**src/rtl/fader_pkg.sv**
```systemverilog
// Shared widths, types and helpers for the fader gain path.
package fader_pkg;

    localparam int FADER_CNT_W  = 22;
    localparam int FADER_DATA_W = 16;
    localparam int FADER_GAIN_W = 16;
    localparam int FADER_PROD_W = FADER_DATA_W + FADER_GAIN_W + 1;

    typedef logic signed [FADER_DATA_W-1:0] sample_t;
    typedef logic        [FADER_GAIN_W-1:0] gain_t;
    typedef logic        [FADER_CNT_W-1:0]  count_t;

    // An all-ones gain is treated as exactly 1.0 rather than 1 - 2**-GAIN_W.
    function automatic logic unity_gain(input gain_t gain);
        return &gain;
    endfunction

endpackage

```
**src/rtl/fader_scale.sv**
```systemverilog
// Combinational gain extraction and sample scaling for the fader gain stage.
// Rounding mode selected by FADER_ROUND_EN (defined: round half up, undefined: floor).
module fader_scale
    import fader_pkg::*;
(
    input  count_t  count,
    input  logic    enable,
    input  sample_t sample,
    output sample_t result
);

    typedef logic signed [FADER_PROD_W-1:0] prod_t;

    gain_t gain;
    prod_t prod;
    prod_t biased;
    logic  unused_count_lsbs;

    assign gain              = count[FADER_CNT_W-1 -: FADER_GAIN_W];
    assign unused_count_lsbs = ^count[FADER_CNT_W-FADER_GAIN_W-1:0];

    // Gain is an unsigned fraction, so it is zero-extended while the sample is sign-extended.
    assign prod = {{(FADER_GAIN_W+1){sample[FADER_DATA_W-1]}}, sample}
                * {{FADER_DATA_W{1'b0}}, 1'b0, gain};

`ifdef FADER_ROUND_EN
    localparam prod_t ROUND_BIAS = prod_t'(2 ** (FADER_GAIN_W - 1));
    assign biased = prod + ROUND_BIAS;
`else
    assign biased = prod;
`endif

    assign result = (enable && !unity_gain(gain))
                  ? sample_t'(biased >>> FADER_GAIN_W)
                  : sample;

endmodule

```
**src/rtl/fader_gain_stage.sv**
```systemverilog
// Two-stage valid/ready pipeline applying the fader envelope to PCM samples.
// Optional FADER_ROUND_EN selects rounding in fader_scale instead of floor.
module fader_gain_stage
    import fader_pkg::*;
(
    input  logic                    clk,
    input  logic                    n_reset,
    input  logic                    clear,
    input  logic                    fad_enable,
    input  logic [FADER_CNT_W-1:0]  count_val,
    input  logic                    in_valid,
    input  logic [FADER_DATA_W-1:0] in_data,
    output logic                    in_ready,
    output logic                    out_valid,
    output logic [FADER_DATA_W-1:0] out_data,
    input  logic                    out_ready,
    output logic                    busy
);

    logic    adv;
    logic    s1_valid;
    sample_t s1_data;
    count_t  s1_count;
    logic    s1_enable;
    logic    s2_valid;
    sample_t s2_data;
    sample_t scaled;

    assign adv       = !s2_valid || out_ready;
    assign in_ready  = adv;
    assign out_valid = s2_valid;
    assign out_data  = s2_data;
    assign busy      = s1_valid || s2_valid;

    fader_scale u_scale (
        .count  (s1_count),
        .enable (s1_enable),
        .sample (s1_data),
        .result (scaled)
    );

    // The count snapshot is taken at acceptance so later fader movement cannot touch a queued sample.
    always_ff @(posedge clk or negedge n_reset) begin
        if (!n_reset) begin
            s1_valid  <= 1'b0;
            s1_data   <= '0;
            s1_count  <= '0;
            s1_enable <= 1'b0;
            s2_valid  <= 1'b0;
            s2_data   <= '0;
        end else begin
            if (clear) begin
                s1_valid <= 1'b0;
                s2_valid <= 1'b0;
            end else if (adv) begin
                s1_valid <= in_valid;
                s2_valid <= s1_valid;
            end
            if (adv && in_valid) begin
                s1_data   <= sample_t'(in_data);
                s1_count  <= count_val;
                s1_enable <= fad_enable;
            end
            if (adv && s1_valid && !clear) begin
                s2_data <= scaled;
            end
        end
    end

endmodule

```
**config.mk**
```make
export PLATFORM = sky130hd
export DESIGN_NAME = fader_gain_stage
export DESIGN_NICKNAME = d
export VERILOG_FILES = /design/src/rtl/fader_pkg.sv /design/src/rtl/fader_scale.sv /design/src/rtl/fader_gain_stage.sv
export SDC_FILE = /design/constraint.sdc
export NUM_CORES = 1
export LEC_CHECK = 0
export CORE_ASPECT_RATIO = 0.7
export CORE_UTILIZATION = 57
export CTS_CLUSTER_DIAMETER = 50
export CTS_CLUSTER_SIZE = 40
export DETAILED_ROUTE_END_ITERATION = 7
export HOLD_SLACK_MARGIN = 0.05
export PLACE_DENSITY = 0.8
export SETUP_SLACK_MARGIN = 0.3
export SLEW_MARGIN = 20
export SYNTH_ARGS = -nofsm -noshare
export SYNTH_HDL_FRONTEND = slang
export SYNTH_SLANG_ARGS = --single-unit
```
**constraint.sdc**
```tcl
create_clock -name clk -period 5.3 [get_ports clk]
set_clock_uncertainty 0.2 [all_clocks]
set_input_delay 1.59 -clock clk [delete_from_list [all_inputs] [get_ports clk]]
set_output_delay 1.59 -clock clk [all_outputs]
set_load 0.03 [all_outputs]
```
==> results of run 1 <==
[sequential cells by signal, indices dropped and copies added, names as in the netlist]
signal	flops
out_data	16
out_valid	1
s1_count	16
s1_data	16
s1_enable	1
s1_valid	1
[what timing repair did]
action / 4_1_cts / 5_1_grt
resized for setup: 50 / 41
setup buffers: 15 / 13
setup endpoints to repair: 16 / 16
pin swaps: 39 / 50
[logic make-up (layout without fill, tap and decap cells)]
family,Yosys count,after routing
adder cells (fa/ha/maj),307,307
XOR/XNOR,16,16
AND/OR/NAND/NOR,357,357
buffers and inverters,301,468
multiplexers,36,36
AO/OA/AOI/OAI,121,121
flip-flops,51,51
[how the worst max path moves through the flow]
stage                       from      endpoint  depth (start not counted)
floorplan             s1_data[9]   out_data[8]                         19
global placement    s1_count[13]  out_data[14]                         19
detailed placement  s1_count[13]  out_data[14]                         19
CTS                   s1_data[4]   out_data[2]                         20
global route        s1_count[11]  out_data[10]                         20
finish              s1_count[11]  out_data[10]                         20
[metrics by stage]
| step | cells | setup TNS, ns |
|---|---|---|
| 2_1_floorplan | 1189 | -1.47 |
| 3_3_place_gp | 1556 | -9.14 |
| 3_5_place_dp | 1556 | -9.79 |
| 4_1_cts | 1579 | -8.31 |
| 5_1_grt | 1592 | -11.71 |
| 6_report | 1592 | -9.08 |
[final cells by class]
cell class	count	area, sq um
clock inverter	3	43.8
multi-input combinational	837	8800
tap	236	295
fill	1267	4880
sequential	51	1300
inverter	246	926
timing repair buffer	214	1890
clock buffer	5	125
[Yosys cell counts, drive strengths merged, types with 2 or more instances]
master / instances / area share (%)
nand3: 10 / 0.46
o21bai: 4 / 0.28
mux2: 34 / 3.6
o22ai: 6 / 0.41
and2: 113 / 6.6
inv: 246 / 8.6
a211oi: 3 / 0.30
nand2b: 8 / 0.46
nand4: 12 / 0.70
and3: 6 / 0.35
xnor2: 9 / 0.73
o211ai: 2 / 0.14
clkbuf: 43 / 1.5
a21o: 7 / 0.49
o21ai: 28 / 1.4
fa: 193 / 36
dfrtp: 51 / 12
nor4: 2 / 0.12
nand2: 157 / 5.5
buf: 12 / 0.57
ha: 114 / 13
o311ai: 3 / 0.24
nor3: 9 / 0.42
or2: 2 / 0.12
a21oi: 47 / 2.2
xor2: 7 / 0.57
nor2: 34 / 1.2
mux2i: 2 / 0.19
a21boi: 2 / 0.14
a31oi: 6 / 0.35
[layer usage]
metal  vias to the layer above  part of all wire [%]
met5                         -                 0.033
met4                         2                   1.3
met3                        46                    11
met2                       471                    44
met1                      4473                    44
li1                       3988                     -
[worst max-delay path: stages (launching register included)]
cell and delay, ns:
dfrtp_2 0.45, buf_6 0.15, buf_4 0.13, buf_4 0.13, and2_1 0.16, fa_1 0.52, fa_1 0.44, fa_1 0.54
fa_1 0.43, fa_1 0.50, inv_1 0.05, fa_1 0.52, inv_1 0.05, ha_1 0.34, a21oi_1 0.17, o21ai_0 0.16
a21oi_4 0.18, o221ai_1 0.13, a31oi_1 0.21, xor2_1 0.29, o22ai_1 0.12
==> impl_metrics.csv, run 1 <==
group,metric,value,unit
placed_design,gp_congestion,0.925,
sta,slew_headroom,30.8,%
clock_network,cts_sinks,51,
clock_network,cts_buffer_depth,2,
placed_design,dp.final_hpwl,24.0,mm
worst_hold_path,min_from,"out_data[4]",
clock_network,htreeDepth,2,
sta,worst_pin_slew,1.03,ns
worst_hold_path,holdPathStages,2,
sta,period_share,113,%
grt,grt_use_total,32.5,%
worst_setup_path,reg2reg_to,"out_data[10]",
clock_network,root_buffer,"clkbuf_16",
die,die_w,166,microns
final_layout,final_common_cell,"inv_1",
yosys,synth_mux_area_share,3.74,%
sta,setup_violations,16,
grt,grt-busiest-layer,"met2",
sta,timing.hold.ws,0.308,ns
final_layout,drive_gt1_share,22.6,%
yosys,synthesis.nets,1540,
sta,setup_ws,-0.701,ns
final_layout,finish.utilization,73.3,%
grt,grt_pass1_vias,9239,
clock_network,cts_hold_buf,0,
final_layout,final_cell_mix,"233 x inv_1, 190 x fa_1, 151 x nand2_1",
sta,max_freq,167,MHz
worst_setup_path,setup.worst_path.class,"register to register",
placed_design,io_buffer_count,56,
worst_setup_path,crit_arrival,5.99,ns
final_layout,nets,1706,
route,drtAntennaViolNets,0,
route,drtIter0Drc,793,
grt,grt.met3_usage,8.68,%
die,rows,41,
worst_setup_path,worst-r2r-cell-count,20,
yosys,synthCells,1189,
worst_hold_path,hold_end,"out_data[4]",
yosys,avgSynthCellArea,9.06,sq um
worst_setup_path,worstReg2RegStart,"s1_count[11]",
sta,rsz0062_at_grt,"yes",
die,initial_core_util,59.0,%
yosys,ys.flop_type,"dfrtp_1",
sta,drv_slew,0,
grt,antenna_found_initial,1,
yosys,synthAdderAreaFrac,49.1,%
grt,use_met1,46.7,%
die,core,18300,sq um
grt,met2_usage,50.4,%
worst_setup_path,worstPathMaxFanout,6,
yosys,synth_area,10800,sq um
yosys,synth_cell_types,57,
route,first_pass_iters,5,
route,wl_per_cell,19.3,microns
final_layout,antenna_cells,0,
worst_setup_path,end_kind,"register",
grt,grt_pass1_wl,48.2,mm
run_status,outcome,"finished, violations left",
flow_run,maxCapViolCount,0,
yosys,synth-simple-area-share,16.1,%
clock_network,numCtsBuffers,5,
yosys,synth-seq-cells,51,
clock_network,cts_tree,"built",
yosys,synthXorXnorAreaFrac,1.30,%
worst_hold_path,hold_path_class,"register to register",
yosys,async_flop_share,100,%
placed_design,placed_cell_area,12600,sq um
final_layout,syn2layout_area_growth,24.2,%
yosys,synth_compound_area_share,7.27,%
route,drc,0,
yosys,synth_edf_count,0,
grt,grt_max_degree,52,
route,vias_per_cell,5.64,
worst_setup_path,cp_data_required_time,5.28,ns
die,die_y,117,microns
run_status,violations,"negative setup slack",
sta,hold_viol_final,0,
yosys,ys_seq_area_share,11.8,%
clock_network,clk_pin_slew_worst_paths,0.07,ns
worst_setup_path,r2r_slack,-0.70,ns
route,routed_wl,30.7,mm
final_layout,post-route-cell-area,13400,sq um
sta,fin_crit,6.00,ns
grt,grt_overflow,0,
yosys,yosys_warnings,0,
yosys,synth_top_family_by_area,"adder cells",
die,die_area,19500,sq um
placed_design,place_worst_setup_slack,-0.742,ns
worst_setup_path,cp-start-kind,"register",
clock_network,insertion_delay,0.30,ns
route,vias,8980,
die,ioPinCount,63,
Power of run 1 is left out: the tool's default activity adds up to more than one toggle a clock period on the data nets, which glitch-free logic cannot reach.
==> run 2, diff against run 1 <==
ABC_AREA = 1   (was not set)
==> impl_metrics.csv, run 2 <==
group,metric,value,unit
run_status,outcome,"finished, violations left",
run_status,violations,"design-rule violations, negative setup slack",
worst_hold_path,hold_path_class,"register to register",
route,drc,2,
yosys,synth_area_leaders,"fa_1 34%, inv_1 14%, nand2_1 13%",
grt,grt_overflow,0,
worst_setup_path,cp_data_required_time,5.32,ns
sta,slew_headroom,30.6,%
clock_network,cts_tree,"built",
final_layout,num-fill-cells,1492,
yosys,yosys_warnings,0,
final_layout,finish.utilization,71.0,%
flow_run,maxCapViolCount,0,
route,routed_wl,32.6,mm
worst_setup_path,end_kind,"register",
clock_network,cts_sinks,51,
yosys,synthCells,1534,
yosys,avgSynthCellArea,7.50,sq um
yosys,synth_commonest_cells,"422 x inv_1, 406 x nand2_1, 193 x fa_1, 114 x ha_1, 79 x nor2_1",
yosys,ys.flop_type,"dfrtp_1",
sta,max_freq,176,MHz
die,initial_core_util,58.1,%
final_layout,final_common_cell,"inv_1",
grt,grt-busiest-layer,"met2",
grt,met2_usage,53.7,%
yosys,synth_area,11500,sq um
worst_setup_path,path_buf_inv,8,
die,die_w,172,microns
worst_setup_path,crit_chain,"buf_6 -> nand2_1 -> inv_1 -> fa_1 -> inv_1 -> fa_1 -> fa_2 -> fa_1 -> inv_1 -> fa_1 -> inv_1 -> fa_1 -> inv_1 -> ha_4 -> nand2_4 -> nor2_4 -> inv_2 -> buf_6 -> nor4_4 -> nand2_2 -> nand3_2 -> nand3_2 -> nand2_1 -> nand2_1",
yosys,synth-seq-cells,51,
sta,worst_pin_slew,1.04,ns
worst_setup_path,max_stage_delay,0.56,ns
worst_setup_path,crit_slowest_cell,"fa_1",
placed_design,dp.final_hpwl,26.1,mm
final_layout,antenna_cells,0,
grt,grt_use_total,33.4,%
route,drtAntennaViolNets,0,
sta,period_share,107,%
route,first_pass_iters,7,
sta,rsz0062_at_grt,"yes",
clock_network,root_buffer,"clkbuf_16",
worst_setup_path,setup.worst_path.class,"register to register",
yosys,synth_edf_count,0,
sta,fin_crit,5.68,ns
route,drtIter0Drc,795,
route,vias_per_cell,5.28,
route,vias,10104,
die,core,19800,sq um
sta,hold_viol_final,0,
sta,setup_ws,-0.383,ns
clock_network,cts_hold_buf,0,
grt,grt_pass1_wl,52.5,mm
clock_network,numCtsBuffers,5,
clock_network,cts_buffer_depth,2,
worst_setup_path,cp_top_family,"adder cells",
grt,use_met1,46.2,%
die,rows,43,
final_layout,final_cell_mix,"388 x inv_1, 368 x nand2_1, 179 x fa_1",
die,ioPinCount,63,
route,wl_per_cell,17.0,microns
final_layout,nets,1995,
worst_setup_path,cp-start-kind,"register",
yosys,async_flop_share,100,%
yosys,synth_cell_types,37,
placed_design,gp_congestion,0.957,
grt,grt.met3_usage,5.61,%
yosys,synth.most_common_cell,"inv_1",
grt,grt_max_degree,52,
die,die_y,121,microns
grt,grt_pass1_vias,10387,
worst_setup_path,crit_arrival,5.70,ns
sta,setup_violations,16,
clock_network,insertion_delay,0.32,ns
yosys,synth_top_area_cell,"fa_1",
clock_network,htreeDepth,2,
clock_network,clk_pin_slew_worst_paths,0.08,ns
placed_design,io_buffer_count,56,
final_layout,drive_gt1_share,21.3,%
grt,antenna_found_initial,0,
die,die_area,20800,sq um
yosys,synthesis.nets,1885,
yosys,synth_top_area_share,33.6,%
final_layout,syn2layout_area_growth,22.1,%
sta,drv_slew,0,
worst_setup_path,worstPathMaxFanout,6,
yosys,ys_seq_area_share,11.1,%
-- run 2: cell count changes after synthesis, sizes merged, moves of 7 or more --
cell,previous run,this run
and2,113,1
nor2,34,81
nand4,12,5
nand3,10,42
a21oi,47,67
nand2b,8,0
mux2,34,11
inv,246,430
buf,12,26
nand2,157,407
-- run 2: final cells by class --
type / count / area, sq um / share of cell area, %
multi-input combinational: 978 / 9010 / 64.1
timing repair buffer: 177 / 1630 / 11.6
inverter: 431 / 1620 / 11.5
sequential: 51 / 1300 / 9.23
tap: 270 / 338 / 2.40
clock buffer: 5 / 125 / 0.890
clock inverter: 3 / 23.8 / 0.169
-- run 2: worst paths after layout --
check / from / endpoint / slack [ns] / depth (start not counted)
max: s1_count[12] / out_data[11] / -0.38 / 24
min: out_data[6] / out_data[6] / 0.28 / 2
max reg2reg: s1_count[12] / out_data[11] / -0.38 / 24
min reg2reg: out_data[6] / out_data[6] / 0.28 / 2
max in group asynchronous: n_reset / s1_data[1] / 3.18 / 2
min in group asynchronous: n_reset / out_data[9] / 1.21 / 2
-- run 2: per-layer routing --
layer | part of all wire [%] | up-vias
met1 | 42 | 4933
met4 | 2.7 | 0
li1 | - | 4639
met5 | 0 | -
met2 | 46 | 468
met3 | 9.1 | 64
-- run 2: per-stage QoR --
stage / setup TNS (ns) / hold WS [ns] / std cells / cell area (sq um) / worst slack (ns)
after global routing: -6.69 / 0.310 / 1915 / 14100 / -0.511
after global placement: -3.83 / 0.262 / 1891 / 13100 / -0.324
after detailed placement: -5.26 / 0.267 / 1891 / 13100 / -0.450
after floorplan: 0 / 0.301 / 1534 / 11900 / 0.0923
final: -3.66 / 0.284 / 1915 / 14100 / -0.383
after CTS: -2.48 / 0.287 / 1908 / 13700 / -0.213
-- run 2: worst register-to-register path, delay by kind of cell, from the launching register on --
kind	cells	cell delay, ns
and+or+nand+nor	9	0.98
DFF	1	0.48
buffers and inverters	8	0.64
adders and majority gates	7	3.29
-- run 2: logic make-up after synthesis --
family	synth area share (%)
xor+xnor	0.381
fa+ha+maj	46.0
mux	1.08
compound gates	4.47
flops	11.1
buf+inv	17.0
simple gates	20.0
-- run 2: what timing repair did --
item / 4_1_cts / 5_1_grt
pin swaps: 25 / 40
endpoints found under the setup margin: 16 / 16
setup buffers: 9 / 7
resized for setup: 104 / 95
Power of run 2 is left out for the same reason.
